--- src/rtl/imm_pkg.sv ---
// Shared decode constants for the immediate sequencer.
// ExtendSign encodings, RV32 opcodes, FSM states.
package imm_pkg;

  typedef enum logic [1:0] {
    EXT_I   = 2'b00,
    EXT_S   = 2'b01,
    EXT_B   = 2'b10,
    EXT_BAD = 2'b11
  } ext_sel_e;

  typedef enum logic [1:0] {
    ST_IDLE = 2'b00,
    ST_EXT  = 2'b01,
    ST_HOLD = 2'b10
  } imm_state_e;

  localparam logic [6:0] OP_IMM    = 7'b0010011;
  localparam logic [6:0] OP_LOAD   = 7'b0000011;
  localparam logic [6:0] OP_JALR   = 7'b1100111;
  localparam logic [6:0] OP_STORE  = 7'b0100011;
  localparam logic [6:0] OP_BRANCH = 7'b1100011;

  function automatic ext_sel_e decode_sel(
    input logic [6:0] op
  );
    ext_sel_e sel;
    sel = EXT_BAD;
    unique case (1'b1)
      (op == OP_IMM),
      (op == OP_LOAD),
      (op == OP_JALR):   sel = EXT_I;
      (op == OP_STORE):  sel = EXT_S;
      (op == OP_BRANCH): sel = EXT_B;
      default:           sel = EXT_BAD;
    endcase
    return sel;
  endfunction

endpackage

--- src/rtl/sign_extension.sv ---
// RV32 immediate extractor for decode.
// Select 2'b11 yields the U-type upper immediate.
module sign_extension
  import imm_pkg::*;
(
  output logic [31:0] out,
  input  logic [31:0] IR,
  input  logic [1:0]  ExtendSign
);

  // Pure combinational field gather and sign extension.
  always_comb begin
    out = '0;
    unique case (ExtendSign)
      EXT_I: out = {{20{IR[31]}}, IR[31:20]};
      EXT_S: out = {{20{IR[31]}}, IR[31:25], IR[11:7]};
      EXT_B: out = {{19{IR[31]}}, IR[31], IR[7],
                    IR[30:25], IR[11:8], 1'b0};
      default: out = {IR[31:12], 12'b0};
    endcase
  end

endmodule

--- src/rtl/imm_gen_ctrl.sv ---
// Valid/ready sequencer around sign_extension.
// Optional per-class counters under IMM_STATS_EN.
module imm_gen_ctrl
  import imm_pkg::*;
#(
  parameter int CNT_W        = 16,
  parameter int ILLEGAL_ZERO = 1
) (
  input  logic              clk,
  input  logic              rst,
  input  logic              in_valid,
  output logic              in_ready,
  input  logic [31:0]       in_ir,
  output logic              out_valid,
  input  logic              out_ready,
  output logic [31:0]       out_imm,
  output logic [31:0]       out_ir,
  output logic              out_illegal
`ifdef IMM_STATS_EN
  ,
  output logic [CNT_W-1:0]  cnt_i,
  output logic [CNT_W-1:0]  cnt_s,
  output logic [CNT_W-1:0]  cnt_b,
  output logic [CNT_W-1:0]  cnt_ill
`endif
);

  imm_state_e  state, state_n;
  logic [31:0] ir_q;
  ext_sel_e    sel_q;
  logic        ill_q;
  logic        acc;
  logic        cap;
  ext_sel_e    dec_sel;
  logic        dec_ill;
  logic [31:0] ext_out;

  assign dec_sel = decode_sel(in_ir[6:0]);
  assign dec_ill = (dec_sel == EXT_BAD);
  assign acc     = in_valid & in_ready;

  sign_extension u_ext (
    .out        (ext_out),
    .IR         (ir_q),
    .ExtendSign (sel_q)
  );

  // State register.
  always_ff @(posedge clk) begin
    if (rst) state <= ST_IDLE;
    else     state <= state_n;
  end

  // Next state and handshake outputs.
  always_comb begin
    state_n   = state;
    in_ready  = 1'b0;
    out_valid = 1'b0;
    cap       = 1'b0;
    unique case (state)
      ST_IDLE: begin
        in_ready = 1'b1;
        if (in_valid) state_n = ST_EXT;
      end
      ST_EXT: begin
        cap     = 1'b1;
        state_n = ST_HOLD;
      end
      ST_HOLD: begin
        out_valid = 1'b1;
        in_ready  = out_ready;
        if (out_ready)
          state_n = in_valid ? ST_EXT : ST_IDLE;
      end
      default: state_n = ST_IDLE;
    endcase
    if (rst) in_ready = 1'b0;
  end

  // Instruction capture on accept, result capture in EXT.
  always_ff @(posedge clk) begin
    if (rst) begin
      ir_q        <= '0;
      sel_q       <= EXT_I;
      ill_q       <= 1'b0;
      out_imm     <= '0;
      out_ir      <= '0;
      out_illegal <= 1'b0;
    end else begin
      if (acc) begin
        ir_q  <= in_ir;
        sel_q <= dec_sel;
        ill_q <= dec_ill;
      end
      if (cap) begin
        out_imm     <= (ill_q && ILLEGAL_ZERO != 0)
                       ? 32'h0 : ext_out;
        out_ir      <= ir_q;
        out_illegal <= ill_q;
      end
    end
  end

`ifdef IMM_STATS_EN
  localparam logic [CNT_W-1:0] ONE = CNT_W'(1);

  // Saturating per-class accept counters.
  always_ff @(posedge clk) begin
    if (rst) begin
      cnt_i   <= '0;
      cnt_s   <= '0;
      cnt_b   <= '0;
      cnt_ill <= '0;
    end else if (acc) begin
      unique case (dec_sel)
        EXT_I: if (cnt_i != '1) cnt_i <= cnt_i + ONE;
        EXT_S: if (cnt_s != '1) cnt_s <= cnt_s + ONE;
        EXT_B: if (cnt_b != '1) cnt_b <= cnt_b + ONE;
        default:
          if (cnt_ill != '1) cnt_ill <= cnt_ill + ONE;
      endcase
    end
  end
`else
  logic [31:0] unused_cnt_w;
  assign unused_cnt_w = 32'(CNT_W);
`endif

endmodule

--- config.mk ---
export PLATFORM = sky130hd
export DESIGN_NAME = imm_gen_ctrl
export DESIGN_NICKNAME = d
export VERILOG_FILES = /design/src/rtl/imm_pkg.sv /design/src/rtl/sign_extension.sv /design/src/rtl/imm_gen_ctrl.sv
export SDC_FILE = /design/constraint.sdc
export NUM_CORES = 1
export LEC_CHECK = 0
export CORE_UTILIZATION = 40
export DETAILED_ROUTE_END_ITERATION = 8
export GPL_ROUTABILITY_DRIVEN = 1
export PLACE_DENSITY_LB_ADDON = 0.1
export SLEW_MARGIN = 20
export SYNTH_ARGS = -nofsm -noshare
export SYNTH_HDL_FRONTEND = slang
export SYNTH_SLANG_ARGS = --single-unit
--- constraint.sdc ---
create_clock -name clk -period 2.9 [get_ports clk]
set_input_delay 0.435 -clock clk [delete_from_list [all_inputs] [get_ports clk]]
set_output_delay 0.435 -clock clk [all_outputs]
set_load 0.1 [all_outputs]
==> run metrics <==
Setup WS pre-CTS=0.855 ns; largest net degree at the start of global routing=67; number of max-cap violations=0; Synth Register Bits=102; final count of hold timing violations=0; Synth area leader=dfxtp_1; Placer Congestion=about 0.71; die area=10300 sq um; Sequential Power Share=0.530; Slew @ Worst Pin=around 0.76 ns; Setup crit start kind=register; GR Util All Layers=0.190; Power Total=2.86 mW; Hold Path End=out_ir[1]$_SDFFE_PP0N_; port bufs=102; met3 GRT Util=0.0269; post-CTS setup repair buffer count=0; P_sw=0.870 mW; TritonCTS Buffers=9; Clock power frac=0.303; wire per inst=14.7 um; Die X=102 um; Synth area leaders=dfxtp_1 52%, nand2_1 8.9%, mux2_2 8.2%; Max Transition Viols Final=0; fraction of registers with async set/reset=0; via count=3209; dpl hpwl=6230 um; Crit Path Class=reg -> out; Design Area, Final=5060 sq um; CTS sink cnt=102; sequential share of the synthesized area=0.515; DR vias/cell=4.97; syn_nets=463; fillers=929; status=complete, no violations; layout cells sized above 1=0.251; Synth Instances=427; Post-synth EDFFs=0; peak supply drop=0.215 mV; setup slack after layout=0.986 ns; Reg2Reg Setup Slack=1.08 ns; Hold Startpoint=ir_q[1]$_SDFFE_PP0P_; Core Region=9420 sq um; clock slew seen by the registers of the worst setup and hold paths=0.10 ns; internal power=1.99 mW; most frequent cells after synthesis=102 x dfxtp_1, 94 x nand2_1, 60 x a21oi_1, 35 x nor2b_1, 29 x mux2_2; routing usage on met1=0.265; Antenna Violating Nets Remaining=0; grt met2 use=0.298; first-pass GRT wire length=roughly 15000 um; post-synth top area share=0.515; Highest Clock Rate=523 MHz; final worst path period share=0.660; hold_buf cts=0; CTS tree=yes; DRT iter0 DRCs=82; Clock Skews=0.00776 ns; nets=548; R2R depth=3; Root Driver=clkbuf_8; Min Clock Period, post-route=1.91 ns; Worst EP required=2.47 ns; switch share=0.304; row cnt=35; relative slew slack=0.491; Reg2Reg Launch Point=sel_q[0]$_SDFFE_PP0P_; crit path DAT=approximately 1.5 ns; Inserted Diodes=0; fin cells=approximately 650; Post-Place Cell Area=4870 sq um; Leak=1.94 nW; final wirelength=9470 um; total global routing overflow=0; prevailing post-synth register cell=dfxtp_1; synthesized cell area=3960 sq um; vias in the first global route=3093; placed insts=630; chip height=102 um; DRC Markers=0; Initial Util=0.421; CTS max path bufs=2; CP endpoint kind=output pin; worst r2r dst=out_imm[20]$_SDFFE_PP0N_; Synth cell types=31; Logic pwr share=0.168; # resized after CTS=0; final setup fails=0; Worst Hold Depth=2; count leader, synth=dfxtp_1; Area growth syn-to-layout=27.8%; synth warn=0; # H-tree levels=3; pwr/cell area=approximately 570 nW/um^2; Detailed Routing Iterations Pass 1=4; crit-path max FO=5; syn avg cell area=9.28 sq um; number of top-level pins=103; Sum Neg Setup Slack=0 ns; grt peak-use layer=met2; worst min-delay path category=reg -> reg; initial antenna violation count=0; Clk Latency, worst-skew pair=0.36 ns; unrepaired setup endpoints after global routing=no
## how the worst max path moves through the flow
stage,cells past startpoint,to,slack (ns),from
final,3,in_ready,0.99,state[0]$_SDFFE_PP0P_
after global placement,5,ir_q[17]$_SDFFE_PP0P_,0.89,out_ready
after detailed placement,5,ir_q[23]$_SDFFE_PP0P_,0.86,out_ready
after CTS,3,in_ready,0.96,state[0]$_SDFFE_PP0P_
after global routing,3,in_ready,0.89,state[0]$_SDFFE_PP0P_
after floorplan,1,out_valid,0.70,state[1]$_SDFFE_PP0P_
## metrics by stage
stage	util	hold WS, ns
CTS	0.538	0.441
floorplan	-	0.427
finish	0.538	0.456
detailed placement	0.517	0.446
global route	0.538	0.458
global placement	0.517	0.442
## state kept, by name, summed over array words and instances, names as in the netlist
register,cells
ir_q,32
out_imm,32
out_ir,32
sel_q,2
state,2
ill_q,1
out_illegal,1
## cell type report
| type | count | area, sq um | area share |
|---|---|---|---|
| clock buffer | 11 | 151 | 0.0299 |
| clock inverter | 5 | 40.0 | 0.00791 |
| multi-input combinational | 289 | 1750 | 0.345 |
| sequential | 102 | 2040 | 0.403 |
| tap | 129 | 161 | 0.0319 |
| timing repair buffer | 110 | 923 | 0.182 |
## cell usage in the layout (no fill, tap or decap), types with 4 or more instances in the layout
| master | n |
|---|---|
| nor3b_1 | 4 |
| nor2b_1 | 34 |
| clkbuf_8 | 11 |
| buf_4 | 75 |
| nor2_1 | 7 |
| o21a_1 | 4 |
| mux2_2 | 29 |
| clkdlybuf4s50_1 | 34 |
| a21oi_1 | 60 |
| dfxtp_1 | 102 |
| nand2_1 | 94 |
| a32oi_1 | 6 |
| o211ai_1 | 23 |
## kinds of logic (layout without fill, tap and decap cells)
logic type / count (synthesis) / after routing / synth area share
AOI/OAI and AO/OA: 102 / 102 / 0.156
DFF: 102 / 102 / 0.515
muxes: 33 / 33 / 0.0963
buffers and inverters: 36 / 126 / 0.0467
and+or+nand+nor: 154 / 154 / 0.185
## critical path, cell delays in order, from the launching register on
cell and delay (ns):
dfxtp_1 0.36, nor2_1 0.29, and2_1 0.18, buf_4 0.28
## power groups by stage
| stage | logic [mW] | registers, mW | clock network [mW] |
|---|---|---|---|
| after global placement | 0.478 | 1.55 | 0 |
| after detailed placement | 0.482 | 1.55 | 0 |
| after floorplan | 0.197 | 1.70 | 0 |
| after CTS | 0.483 | 1.52 | 0.897 |
| final | 0.480 | 1.52 | 0.867 |
| after global routing | 0.511 | 1.53 | 0.943 |
## metal layers
layer / share of wire / up-vias
met5: 0 / -
met4: 0.014 / 0
met3: 0.038 / 11
met2: 0.46 / 79
met1: 0.49 / 1496
li1: - / 1623
No activity file was read; power rests on OpenSTA's default activity.
